`src/rtl/add8_rr_scheduler.sv`:
```
// add8_rr_scheduler: two requesters share one WIDTH-bit adder, arbitrated round-robin.
// Ports: clk, rst (sync, active-high); inN_valid/inN_ready/inN_a/inN_b operand
// channels; outN_valid/outN_ready/outN_data result channels; ops_count = completed results.
module add8_rr_scheduler #(
  parameter int WIDTH = 8
) (
  input  logic             clk,
  input  logic             rst,
  input  logic             in0_valid,
  output logic             in0_ready,
  input  logic [WIDTH-1:0] in0_a,
  input  logic [WIDTH-1:0] in0_b,
  input  logic             in1_valid,
  output logic             in1_ready,
  input  logic [WIDTH-1:0] in1_a,
  input  logic [WIDTH-1:0] in1_b,
  output logic             out0_valid,
  input  logic             out0_ready,
  output logic [WIDTH-1:0] out0_data,
  output logic             out1_valid,
  input  logic             out1_ready,
  output logic [WIDTH-1:0] out1_data,
  output logic [15:0]      ops_count
);
  typedef enum logic [1:0] {IDLE = 2'd0, BUSY = 2'd1, DONE = 2'd2} state_t;
  state_t state_q, state_d;
  logic owner_q, owner_d, prio_q, prio_d;
  logic [WIDTH-1:0] a_q, a_d, b_q, b_d, res_q, res_d, sum;
  logic [15:0] cnt_q, cnt_d;
  logic gnt, accept, done_hs;
  // the one shared adder; carry out is dropped by the WIDTH-bit result
  assign sum = a_q + b_q;
  always_comb begin
    gnt = (in0_valid && in1_valid) ? prio_q : in1_valid;
    accept = state_q == IDLE && (in0_valid || in1_valid);
    done_hs = state_q == DONE && (owner_q ? out1_ready : out0_ready);
    state_d = state_q == IDLE ? (accept ? BUSY : IDLE) :
              state_q == BUSY ? DONE :
              (state_q == DONE && !done_hs) ? DONE : IDLE;
    owner_d = accept ? gnt : owner_q;
    a_d = accept ? (gnt ? in1_a : in0_a) : a_q;
    b_d = accept ? (gnt ? in1_b : in0_b) : b_q;
    res_d = state_q == BUSY ? sum : res_q;
    prio_d = done_hs ? ~owner_q : prio_q;
    cnt_d = cnt_q + 16'(done_hs);
  end
  always_ff @(posedge clk) begin
    if (rst) begin
      state_q <= IDLE;
      owner_q <= 1'b0;
      prio_q <= 1'b0;
      a_q <= '0;
      b_q <= '0;
      res_q <= '0;
      cnt_q <= '0;
    end else begin
      state_q <= state_d;
      owner_q <= owner_d;
      prio_q <= prio_d;
      a_q <= a_d;
      b_q <= b_d;
      res_q <= res_d;
      cnt_q <= cnt_d;
    end
  end
  assign in0_ready = accept && !gnt;
  assign in1_ready = accept && gnt;
  assign out0_valid = state_q == DONE && !owner_q;
  assign out1_valid = state_q == DONE && owner_q;
  assign out0_data = res_q;
  assign out1_data = res_q;
  assign ops_count = cnt_q;
endmodule
```
`config.mk`:
```
export PLATFORM = sky130hd
export DESIGN_NAME = add8_rr_scheduler
export DESIGN_NICKNAME = d
export VERILOG_FILES = /design/src/rtl/add8_rr_scheduler.sv
export SDC_FILE = /design/constraint.sdc
export NUM_CORES = 1
export LEC_CHECK = 0
export BUFFER_PORTS_ARGS = -buffer_cell sky130_fd_sc_hd__buf_2
export CAP_MARGIN = 0
export CORE_MARGIN = 3
export CORE_UTILIZATION = 49
export DETAILED_ROUTE_END_ITERATION = 16
export PLACE_DENSITY_LB_ADDON = 0.25
export SLEW_MARGIN = 30
export SYNTH_ARGS = -nofsm -noshare
export SYNTH_HDL_FRONTEND = slang
export SYNTH_SLANG_ARGS = --single-unit
```
`constraint.sdc`:
```
create_clock -name clk -period 2.29 [get_ports clk]
set_clock_uncertainty 0.1 [all_clocks]
set_input_delay 0 -clock clk [delete_from_list [all_inputs] [get_ports clk]]
set_output_delay 0 -clock clk [all_outputs]
set_load 0.05 [all_outputs]
```
==> run metrics <==
CP Launch Type=flop; max incr delay on CP=0.64 ns; Tcrit/Tclk final=0.969; worst hold path depth=2; Max VDD drop=0.488 mV; Worst slew margin=0.605; Setup Slack @ Placement=0.160 ns; share of cells above drive strength 1=0.276; die area=5150 um^2; Max stage delay cell, worst path=dlygate4sd3_1; Final Total Pwr=1960 uW; CTS tree=yes; Critical Path AT=2.28 ns; commonest non-fill, non-tap cells in the layout=buf_2 (73), dfxtp_1 (44), dlygate4sd3_1 (33), nor2_1 (32), a222oi_1 (16); Die H=71.8 um; Final Hold Viols=0; Final Routed Wirelength=5850 um; post-synthesis sequential area ratio=0.415; Synth Warn #=0; Critical Path RT=2.35 ns; core area=4090 um^2; root buffer cell=clkbuf_8; htree depth=2; Layout area overhead=38.4%; Max Cap Violations=0; status=complete, no violations; top_reg_cell synth=dfxtp_1; Achievable Freq=0.450 GHz; Chip Width=71.8 um; Routed Antenna Nets=0; maximum fanout along the worst path=18; clk sink count=44; Row Count=23; drt wl/cell=15.3 um; design area=2940 um^2; Initial Util=0.519; largest net degree at the start of global routing=24; combinational share of power=0.239; clock power share=0.330; Net Sw Frac=0.289; GPL Wtd Cong=0.825; most common cell after layout, fill and taps aside=buf_2; Post-DP HPWL=3690 um; final setup fails=0; Reg2Reg Setup Slack=0.07 ns; Final Net Count=381; clk slew on worst S/H paths=0.08 ns; # IOs=74; worst hold path type=in2reg; # port buffers=73; DR vias/cell=5.68; top-area cell type share of the netlist area=0.415; ANT cells=0; syn nets=281; DR pass1 iterations=6; clk buf depth=2; fraction of registers with async set/reset=0; via count=2176; global-route wire length before repair=9270 um; power per standard cell area=669 nW/um^2; Reg2Reg Depth=6; 1st-iter DRT viols=240; FF+latch count, synth=44; synth top area cells=dfxtp_1 (42%), a222oi_1 (7.6%), ha_1 (5.9%); EDFF count, synth=0; Psw=567 uW; Setup WS post-layout=0.0701 ns; Synth cell types=37; Pleak=0.00131 uW; Seq pwr share=0.431; drc violations=0; Syn Inst Count=232; vias in the first global route=2039; Most common cell on crit path=nor2_1; Final Util=0.718; Worst-Margin Slew=0.591 ns; Worst Setup Path Type=reg2reg; Tmin final=2.22 ns; synthesized area=2120 um^2; cell taking the most area after synthesis=dfxtp_1; GRT Residual Overflow=0; Power Internal=1400 uW; initial antenna violation count=0; critical path cell sequence=nor2_1, o21ai_1, buf_4, a222oi_1, dlygate4sd3_1, nor2_1; Tot GR Track Use=0.229; Skew-Pair Late Insertion Delay=0.30 ns; CP endpoint kind=flop; Pins Over Slew Limit=0; syn_area_per_cell=9.14 um^2; area post-placement=2450 um^2; cts bufs inserted=5
==> metrics by stage <==
stage          setup TNS, ns  cells  hold slack, ns
5_1_grt              -0.0130    383          0.0351
4_1_cts                    0    380          0.0118
6_report                   0    383          0.0230
3_5_place_dp               0    339           0.143
2_1_floorplan              0    232          0.0405
3_3_place_gp               0    339           0.140
==> power groups by stage <==
stage               logic, uW  registers (uW)  clock network [uW]
floorplan                 243             894                   0
global placement          362             859                   0
detailed placement        365             860                   0
CTS                       445             843                 656
global route              502             850                 681
finish                    470             846                 648
==> registers in the layout, summed over array words and instances, names as in the netlist <==
name,count
ops_count,16
a_q,8
b_q,8
out0_data,8
state_q,2
owner_q,1
prio_q,1
==> what timing repair did <==
item,in CTS,in global routing
endpoints found under the setup margin,0,12
setup buffers,0,3
hold buffers,33,0
resized for setup,0,2
hold endpoints to repair,17,0
==> synth_stat cells, types with 3 or more instances <==
cell type	n
clkbuf_1	6
ha_1	10
and4_1	3
a211oi_1	3
nand2_1	10
nor3_1	3
o21ai_0	11
xor2_1	9
nor2_1	33
o21a_1	4
inv_1	8
buf_2	3
nand4_1	3
nand3_1	12
a222oi_1	16
dfxtp_1	44
or3_1	5
a21oi_1	13
nor2b_1	5
buf_4	8
==> worst max-delay path: cells and delay by family, from the launching register on <==
kind / cells / cell delay (ns)
AND/OR/NAND/NOR: 2 / 0.28
flip-flops: 1 / 0.38
buffers and inverters: 2 / 0.85
AO/OA/AOI/OAI: 2 / 0.47
==> final timing paths <==
check	startpoint	to
worst min register to register	out0_data[3]	out0_data[3]
worst max-delay path	state_q[0]	a_q[4]
worst min-delay path	rst	b_q[6]
worst max register to register	state_q[0]	a_q[4]
==> per-layer routing <==
metal / track usage / part of all wire
met1: 0.295 / 0.45
met3: 0.0519 / 0.062
met4: 0.0835 / 0.020
met5: 0 / 0
met2: 0.376 / 0.47
==> area by class of cell <==
type	count	area [um^2]
Clock buffer	7	96.3
Clock inverter	1	30.0
Fill cell	305	1150
Inverter	8	30.0
Multi-Input combinational cell	161	1090
Sequential cell	44	881
Tap cell	50	62.6
Timing Repair Buffer	112	741
==> cells by family after synthesis <==
logic type               synth area share
AO/OA/AOI/OAI                       0.203
buffers and inverters              0.0708
multiplexers                      0.00472
adder cells (fa/ha/maj)            0.0684
XOR/XNOR                           0.0454
flip-flops                          0.415
AND/OR/NAND/NOR                     0.192
(Power assumes the default switching activity.)
